## src/rtl/pipe_ctrl_pkg.sv

```systemverilog
// Shared definitions for the pipeline hazard/sequencing control slice.
// - md_op_e     : multiply/divide operation encoding carried with ID/EX instructions
// - ctrl_state_e: sequencer state (normal run, or one-cycle drain after a redirect)
// - MD_CNT_W    : width of the MD busy counter (covers cycle counts up to 63)
// - is_md_start : op launches a new multiply/divide
// - is_md_div   : op is a divide (selects the long latency)
package pipe_ctrl_pkg;

  localparam int unsigned MD_CNT_W = 6;

  typedef enum logic [3:0] {
    MD_NONE = 4'd0,
    MULT    = 4'd1,
    MULTU   = 4'd2,
    DIV     = 4'd3,
    DIVU    = 4'd4,
    MFHI    = 4'd5,
    MFLO    = 4'd6,
    MTHI    = 4'd7,
    MTLO    = 4'd8
  } md_op_e;

  typedef enum logic [0:0] {
    StRun   = 1'b0,
    StDrain = 1'b1
  } ctrl_state_e;

  function automatic logic is_md_start(input logic [3:0] op);
    return (op == MULT) || (op == MULTU) || (op == DIV) || (op == DIVU);
  endfunction

  function automatic logic is_md_div(input logic [3:0] op);
    return (op == DIV) || (op == DIVU);
  endfunction

endpackage

```

## src/rtl/hazard_ctrl_unit_md_busy_counter.sv

```systemverilog
// Tracks how many cycles the multiply/divide unit still needs.
// Ports:
//   clk, reset : rising-edge clock, synchronous active-high reset
//   load       : start of a new MD operation; counter takes load_val
//   load_val   : latency of the operation being started
//   cancel     : abort the running operation; counter clears
//   busy       : counter non-zero
// Priority: reset/cancel > load > decrement. The decrement is unconditional
// (the MD unit keeps working through memory stalls).
module md_busy_counter
  import pipe_ctrl_pkg::*;
(
  input  logic                clk,
  input  logic                reset,
  input  logic                load,
  input  logic [MD_CNT_W-1:0] load_val,
  input  logic                cancel,
  output logic                busy
);

  logic [MD_CNT_W-1:0] cnt_q, cnt_d;

  always_comb begin
    cnt_d = cnt_q;
    if (reset || cancel) begin
      cnt_d = '0;
    end else if (load) begin
      cnt_d = load_val;
    end else if (cnt_q != '0) begin
      cnt_d = cnt_q - 1'b1;
    end
  end

  always_ff @(posedge clk) begin
    cnt_q <= cnt_d;
  end

  assign busy = (cnt_q != '0);

endmodule

```

## src/rtl/hazard_ctrl_unit.sv

```systemverilog
// Central pipeline sequencer: produces stall/flush controls for the IF/ID,
// ID/EX and EX/MEM registers, tracks the multi-cycle MD unit, and sequences
// exception / ERET redirection. State is clocked on the rising edge so the
// outputs settle before the falling-edge pipeline registers sample them.
// Ports:
//   clk, reset         : clock, synchronous active-high reset
//   mem_stall          : memory not ready; freeze the whole pipeline
//   id_rs/rt_addr/used : source operands of the ID instruction
//   id_md_op           : MD op of the ID instruction (pipe_ctrl_pkg encoding)
//   ex_mem_r           : EX instruction is a load
//   ex_rd_addr         : destination of the EX instruction
//   ex_md_op           : MD op of the EX instruction
//   mem_exception      : MEM stage commits an exception
//   mem_eret           : MEM stage commits ERET
//   cp0_epc            : ERET return address
//   if/ifid/idex_stall : hold PC / IF/ID / ID/EX
//   ifid/idex/exmem_flush : clear the corresponding pipeline register
//   pc_redirect(_addr) : load PC with the redirect target
//   md_start/md_cancel : launch / abort an MD operation
//   md_busy            : MD operation still in flight
// Flushes are only ever raised with the matching stall low.
module hazard_ctrl_unit
  import pipe_ctrl_pkg::*;
#(
  parameter int unsigned MUL_CYCLES = 4,  // min 1, max 63
  parameter int unsigned DIV_CYCLES = 32, // min 1, max 63
  parameter logic [31:0] EXC_VECTOR = 32'h0000_0020
) (
  input  logic        clk,
  input  logic        reset,
  input  logic        mem_stall,
  input  logic [4:0]  id_rs_addr,
  input  logic [4:0]  id_rt_addr,
  input  logic        id_rs_used,
  input  logic        id_rt_used,
  input  logic [3:0]  id_md_op,
  input  logic        ex_mem_r,
  input  logic [4:0]  ex_rd_addr,
  input  logic [3:0]  ex_md_op,
  input  logic        mem_exception,
  input  logic        mem_eret,
  input  logic [31:0] cp0_epc,
  output logic        if_stall,
  output logic        ifid_stall,
  output logic        ifid_flush,
  output logic        idex_stall,
  output logic        idex_flush,
  output logic        exmem_flush,
  output logic        pc_redirect,
  output logic [31:0] pc_redirect_addr,
  output logic        md_start,
  output logic        md_cancel,
  output logic        md_busy
);

  ctrl_state_e state_q, state_d;

  logic                load_use;
  logic                md_hazard;
  logic [MD_CNT_W-1:0] md_load_val;

  // The load leaves EX next cycle, so this bubble lasts exactly one cycle.
  assign load_use = ex_mem_r && (ex_rd_addr != 5'd0) &&
                    ((id_rs_used && (id_rs_addr == ex_rd_addr)) ||
                     (id_rt_used && (id_rt_addr == ex_rd_addr)));

  // Any HI/LO access or new mul/div in ID must wait for the MD unit.
  assign md_hazard = md_busy && (id_md_op != MD_NONE);

  assign md_load_val = is_md_div(ex_md_op) ? MD_CNT_W'(DIV_CYCLES) : MD_CNT_W'(MUL_CYCLES);

  always_comb begin
    state_d          = state_q;
    if_stall         = 1'b0;
    ifid_stall       = 1'b0;
    idex_stall       = 1'b0;
    ifid_flush       = 1'b0;
    idex_flush       = 1'b0;
    exmem_flush      = 1'b0;
    pc_redirect      = 1'b0;
    pc_redirect_addr = 32'h0;
    md_start         = 1'b0;
    md_cancel        = 1'b0;

    if (reset) begin
      ifid_flush  = 1'b1;
      idex_flush  = 1'b1;
      exmem_flush = 1'b1;
      md_cancel   = 1'b1;
      state_d     = StRun;
    end else if (mem_stall) begin
      // Freeze everything; redirects wait until memory is ready.
      if_stall   = 1'b1;
      ifid_stall = 1'b1;
      idex_stall = 1'b1;
    end else if ((state_q == StRun) && (mem_exception || mem_eret)) begin
      pc_redirect      = 1'b1;
      pc_redirect_addr = mem_exception ? EXC_VECTOR : cp0_epc;
      ifid_flush       = 1'b1;
      idex_flush       = 1'b1;
      exmem_flush      = 1'b1;
      // Only an exception discards the in-flight MD result.
      md_cancel        = mem_exception;
      state_d          = StDrain;
    end else if (state_q == StDrain) begin
      // Kill the wrong-path instruction fetched alongside the redirect.
      ifid_flush = 1'b1;
      idex_flush = 1'b1;
      state_d    = StRun;
    end else begin
      md_start = is_md_start(ex_md_op);
      if (md_hazard || load_use) begin
        if_stall   = 1'b1;
        ifid_stall = 1'b1;
        idex_flush = 1'b1;
      end
    end
  end

  always_ff @(posedge clk) begin
    state_q <= state_d;
  end

  md_busy_counter u_md_busy_counter (
    .clk      (clk),
    .reset    (reset),
    .load     (md_start),
    .load_val (md_load_val),
    .cancel   (md_cancel),
    .busy     (md_busy)
  );

endmodule
```

## config.mk

```make
export PLATFORM = sky130hd
export DESIGN_NAME = hazard_ctrl_unit
export DESIGN_NICKNAME = d
export VERILOG_FILES = /design/src/rtl/pipe_ctrl_pkg.sv /design/src/rtl/hazard_ctrl_unit_md_busy_counter.sv /design/src/rtl/hazard_ctrl_unit.sv
export SDC_FILE = /design/constraint.sdc
export NUM_CORES = 1
export LEC_CHECK = 0
export BUFFER_PORTS_ARGS = -buffer_cell sky130_fd_sc_hd__buf_2
export CAP_MARGIN = 40
export CORE_MARGIN = 5
export CORE_UTILIZATION = 37
export DETAILED_ROUTE_END_ITERATION = 8
export MAX_ROUTING_LAYER = met4
export PLACE_DENSITY = 0.86
export SETUP_SLACK_MARGIN = 0.02
export SYNTH_ARGS = -nofsm -noshare
export SYNTH_HDL_FRONTEND = slang
export SYNTH_HIERARCHICAL = 1
export SYNTH_SLANG_ARGS = --single-unit
```

## constraint.sdc

```tcl
create_clock -name clk -period 4.7 [get_ports clk]
set_input_delay 0.235 -clock clk [delete_from_list [all_inputs] [get_ports clk]]
set_output_delay 0.235 -clock clk [all_outputs]
set_load 0.005 [all_outputs]
```

# ---- After elaboration in Yosys (flattened, before gate mapping)
# Cells that the tools add are included.
dict set report word_totals {
  regBits 7
  wordCells 61
  in_bits 63
  out_inout_bits 42
}
dict set report classes {
  n_addsub 1
  mux 33
  n_bitwise 1
  n_eq_ne 6
  n_reduce_logical 18
}
# operator count
set op_table {}
lappend op_table {{two-way mux 32 bit} 4}
lappend op_table {{two-way mux 1 bit} 26}
lappend op_table {{two-way mux 6 bit} 3}
lappend op_table {{equality test 5 bit} 2}
lappend op_table {{equality test 4 x 2 -> 1 bit (second input constant)} 2}
lappend op_table {{logical OR 1 bit} 8}
lappend op_table {{logical AND 1 bit} 6}
lappend op_table {{nonzero test 6 bit} 1}
lappend op_table {{subtractor 6 x 1 -> 6 bit (second input constant)} 1}
lappend op_table {{nonzero test 5 bit} 1}
lappend op_table {{equality test 4 x 1 -> 1 bit (second input constant)} 1}
lappend op_table {{equality test 4 x 3 -> 1 bit (second input constant)} 1}
lappend op_table {{nonzero test 4 bit} 1}
lappend op_table {{nonzero test 2 bit} 1}
lappend op_table {{inverter 1 bit} 1}

# ---- Depth between registers and ports, before layout
dict set report logic_depth {
  word_depth 10
  depth_mapped 8
  depth_no_buf 7
}

# ---- Cells and area by module
# Netlist, hierarchy kept.
# mod seq_area_each_um2 cells_each area_each_um2 instances
set by_module_without_submodules {}
lappend by_module_without_submodules {hazard_ctrl_unit 20.0 79 533.0 1}
lappend by_module_without_submodules {md_busy_counter 120.1 45 424.2 1}

# ---- Worst setup path after synthesis
# Ideal clock, no wire load.
dict set report synth_path {
  path_kind {register to register}
  startpoint {register state_q}
  endpoint {register u_md_busy_counter.cnt_q[5]}
  path_buffers 1
  slack_ps 2907
  setup_time_ps 95
  path_stages_with_launch 7
  arrival_time_ps 1697
  path_cell_list {dfxtp_1 > nor4_2 > nand2_1 > nor3_1 > buf_2 > a21oi_1 > a221oi_1}
}
dict set report synth_via {
  elab_chain_cells 6
}
# item line
set synth_lines {}
lappend synth_lines {{start, declared} hazard_ctrl_unit.sv:56} ;# ctrl_state_e state_q, state_d;
lappend synth_lines {{start signal, assigned} hazard_ctrl_unit.sv:121} ;# state_q <= state_d;
lappend synth_lines {{inverter 1 bit} hazard_ctrl_unit.sv:96} ;# end else if ((state_q == StRun) && (mem_exception || mem_eret)) begin
lappend synth_lines {{logical AND 1 bit} hazard_ctrl_unit.sv:96}
lappend synth_lines {{two-way mux 1 bit (*)} hazard_ctrl_unit.sv:96}
lappend synth_lines {{two-way mux 1 bit (*)} hazard_ctrl_unit.sv:91} ;# end else if (mem_stall) begin
lappend synth_lines {{two-way mux 1 bit (*)} hazard_ctrl_unit.sv:85} ;# if (reset) begin
lappend synth_lines {{via md_start} hazard_ctrl_unit.sv:51} ;# output logic md_start,
lappend synth_lines {{two-way mux 6 bit / nonzero test 2 bit (equally long branches)} n/a}
lappend synth_lines {{end signal, assigned} hazard_ctrl_unit_md_busy_counter.sv:35} ;# cnt_q <= cnt_d;
lappend synth_lines {{end, declared} hazard_ctrl_unit_md_busy_counter.sv:21} ;# logic [MD_CNT_W-1:0] cnt_q, cnt_d;
# Mark *: on every way through the listed nets, which the timed path passes. The rest lies on a longest branch.
# A chain may end at the register's enable or synchronous reset.

# ---- Final worst setup path
dict set report layout_path {
  startpoint {register u_md_busy_counter.cnt_q[0]}
  endpoint {output idex_flush}
}
dict set report layout_via {
  elab_chain_cells 8
}
# item line
set layout_lines {}
lappend layout_lines {{nonzero test 6 bit} hazard_ctrl_unit_md_busy_counter.sv:38} ;# assign busy = (cnt_q != '0);
lappend layout_lines {{logical AND 1 bit} hazard_ctrl_unit.sv:68} ;# assign md_hazard = md_busy && (id_md_op != MD_NONE);
lappend layout_lines {{logical OR 1 bit} hazard_ctrl_unit.sv:112} ;# if (md_hazard || load_use) begin
lappend layout_lines {{two-way mux 1 bit} hazard_ctrl_unit.sv:112}
lappend layout_lines {{two-way mux 1 bit} hazard_ctrl_unit.sv:105} ;# end else if (state_q == StDrain) begin
lappend layout_lines {{two-way mux 1 bit} hazard_ctrl_unit.sv:96}
lappend layout_lines {{two-way mux 1 bit} hazard_ctrl_unit.sv:91}
lappend layout_lines {{two-way mux 1 bit} hazard_ctrl_unit.sv:85}
lappend layout_lines {{end, declared} hazard_ctrl_unit.sv:47} ;# output logic idex_flush,
# Every way passes these cells.

==> results.toml <==
[grt]
grt_usage_pct = 16.6
grt_max_degree = 24
grt-busiest-layer = "met2"
grt_pass1_wl_mm = 4.64
grt_use_met2_pct = 29.9
met3_usage_pct = 0.851
antenna_found_initial = 0
met1_usage_pct = 19.8
grt_pass1_vias = 1089
grt_remaining_overflow = 0

[timing]
layout_min_cycle_time_ps = 1990
rsz0062_at_grt = "false"
timing.fmax_mhz = 504
drv_slew = 0
worst_slack_ps = 2710
hold_ws_ps = 307
setup_tns_ps = 0
final-setup-viol-count = 0
hold_violations = 0
clock_skew_ps = 1.30
period_share_pct = 42.2

[yosys]
ys_ff_latch = 7
ys.flop_type = "dfxtp_1"
yosys.area.top_type = "and2_1"
synth_edf_count = 0
synth.distinct_cells = 44
yosysWarnings = 6
async_flop_share_pct = 0
syn_inst = 124
syn_area_um2 = 957
yosysSeqAreaShare_pct = 14.6
avgSynthCellArea_um2 = 7.72
synth_area_leaders = "and2_1 20%, dfxtp_1 15%, xor2_1 7.3%"
synth_top_area_share_pct = 20.3

[layout]
area_growth_pct = 61.3
final-seq-area_um2 = 140
diodes = 0
multi_input_area_um2 = 774
num-fill-cells = 233
final_util_pct = 62.3
final_net_count = 298
final_cell_mix = "104 x buf_2, 31 x and2_1, 8 x xor2_1, 7 x inv_1, 7 x dfxtp_1"
final_common_cell = "buf_2"
drive_gt1_share_pct = 52.6

[critical_path]
cp_max_fo = 5
crit_type = "reg -> out"
cp-end-kind = "output pin"
rr_startpoint = "state_q"
crit_required_ps = 4470
cp-start-kind = "flip-flop"
critPathLaunch = "u_md_busy_counter/cnt_q[0]"
cp.arrival_ps = 1750

[drt]
post_drt_via_cell_ratio = 4.64
routed_wl_mm = 3.26
postRouteAntennaNets = 0
post_drt_wl_per_cell_um = 12.4
drtPass1Iterations = 4
drc = 0
initialDrtViolationCount = 21
vias = 1216

[cts]
cts_hold_buffers = 0
cts-buffers-inserted = 3
cts_sinks = 7
cts_buffer_depth = 2
tritoncts = "done"
cts_root_buf = "clkbuf_4"
cts_resized = 0
clkTransAtPathRegs_ps = 50
cts_setup_buffers = 0
cts_htree_levels = 1
clock_latency_ps = 250

[place]
place_ws_ps = 3010
dp_hpwl_mm = 2.82
port-buffer-count = 104
gp_congestion = 0.777

[floorplan]
die_h_um = 60.9
core_um2 = 2480
ioPinCount = 105
die_area_um2 = 3700
rows = 18
die_x_um = 60.9
start_util_pct = 38.6

[min_path]
worstHoldStart = "ex_md_op[3]"
hold_path.class = "in -> reg"

[job]
max_cap_violations = 0

[power_and_ir_drop]
p_leak_nw = 0.867
p_total_uw = 535
p_per_area_nw_per_um2 = 346
ir_worst_vdd_v = 0.000356

[run_status]
status = "completed"
## synth_stat cells (2+ instances only)
master and instances:
and2_1 31, xor2_1 8, dfxtp_1 7, inv_1 7, xnor2_1 6, nor2_1 5
nand3_1 4, clkbuf_2 3, nand2_1 3, nor2b_1 3, a21o_1 2, a21oi_1 2
a31oi_1 2, ha_1 2, nand4_1 2, nor3_1 2, nor4_1 2, nor4_2 2
o211ai_2 2, o21ai_1 2, o41ai_2 2, or3_1 2, or4_1 2
## flip-flops by register name, indices dropped and copies added, names as in the netlist
signal and flops:
state_q 1, u_md_busy_counter/cnt_q 6
## worst max-delay path: stages, from the launching register on
cell and delay [ps]:
dfxtp_1 340, inv_1 110, ha_1 180, nor2b_4 190
and2_4 210, inv_1 70, a31oi_1 160, o31ai_1 90
buf_2 140
## final timing paths
check / to / cells after the start / slack, ps
worst max register to register: u_md_busy_counter/cnt_q[0] / 7 / 3080
worst min register to register: state_q / 1 / 510
worst max-delay path: idex_flush / 8 / 2710
worst min-delay path: u_md_busy_counter/cnt_q[5] / 4 / 310
## power breakdown
group | total (mW) | internal [mW] | switching (mW) | leakage [nW]
clock network | 0.0549 | 0.0324 | 0.0225 | 0.0150
logic | 0.372 | 0.184 | 0.188 | 0.796
registers | 0.107 | 0.0805 | 0.0270 | 0.0569
## through the flow
step	instance area, µm²	std cells
detailed placement	1520	258
global route	1540	262
floorplan	968	127
CTS	1540	262
global placement	1510	257
finish	1540	262
## routing by layer
| layer | share of wire (%) | routed length [µm] | up-vias |
|---|---|---|---|
| met2 | 53 | 1740 | 57 |
| met3 | 8.8 | 286 | 2 |
| met5 | 0 | 0 | - |
| li1 | - | - | 639 |
| met4 | 0.43 | 14 | 0 |
| met1 | 37 | 1220 | 518 |
## area by class of cell
| cell class | instances | area share [%] |
|---|---|---|
| Clock buffer | 4 | 1.70 |
| Inverter | 7 | 1.70 |
| Multi-Input combinational cell | 108 | 50.2 |
| Sequential cell | 7 | 9.08 |
| Tap cell | 30 | 2.43 |
| Timing Repair Buffer | 106 | 34.9 |
## cell families (layout without fill, tap and decap cells)
kind of cell    after synthesis  count (layout)  synth area share (%)
fa+ha+maj                     2               2                  2.61
compound gates               21              21                  18.4
simple gates                 67              67                  45.5
buf+inv                      12             117                  5.62
xor+xnor                     14              14                  12.8
other cells                   1               4                 0.392
flops                         7               7                  14.6
No activity file was read; power rests on OpenSTA's default activity.
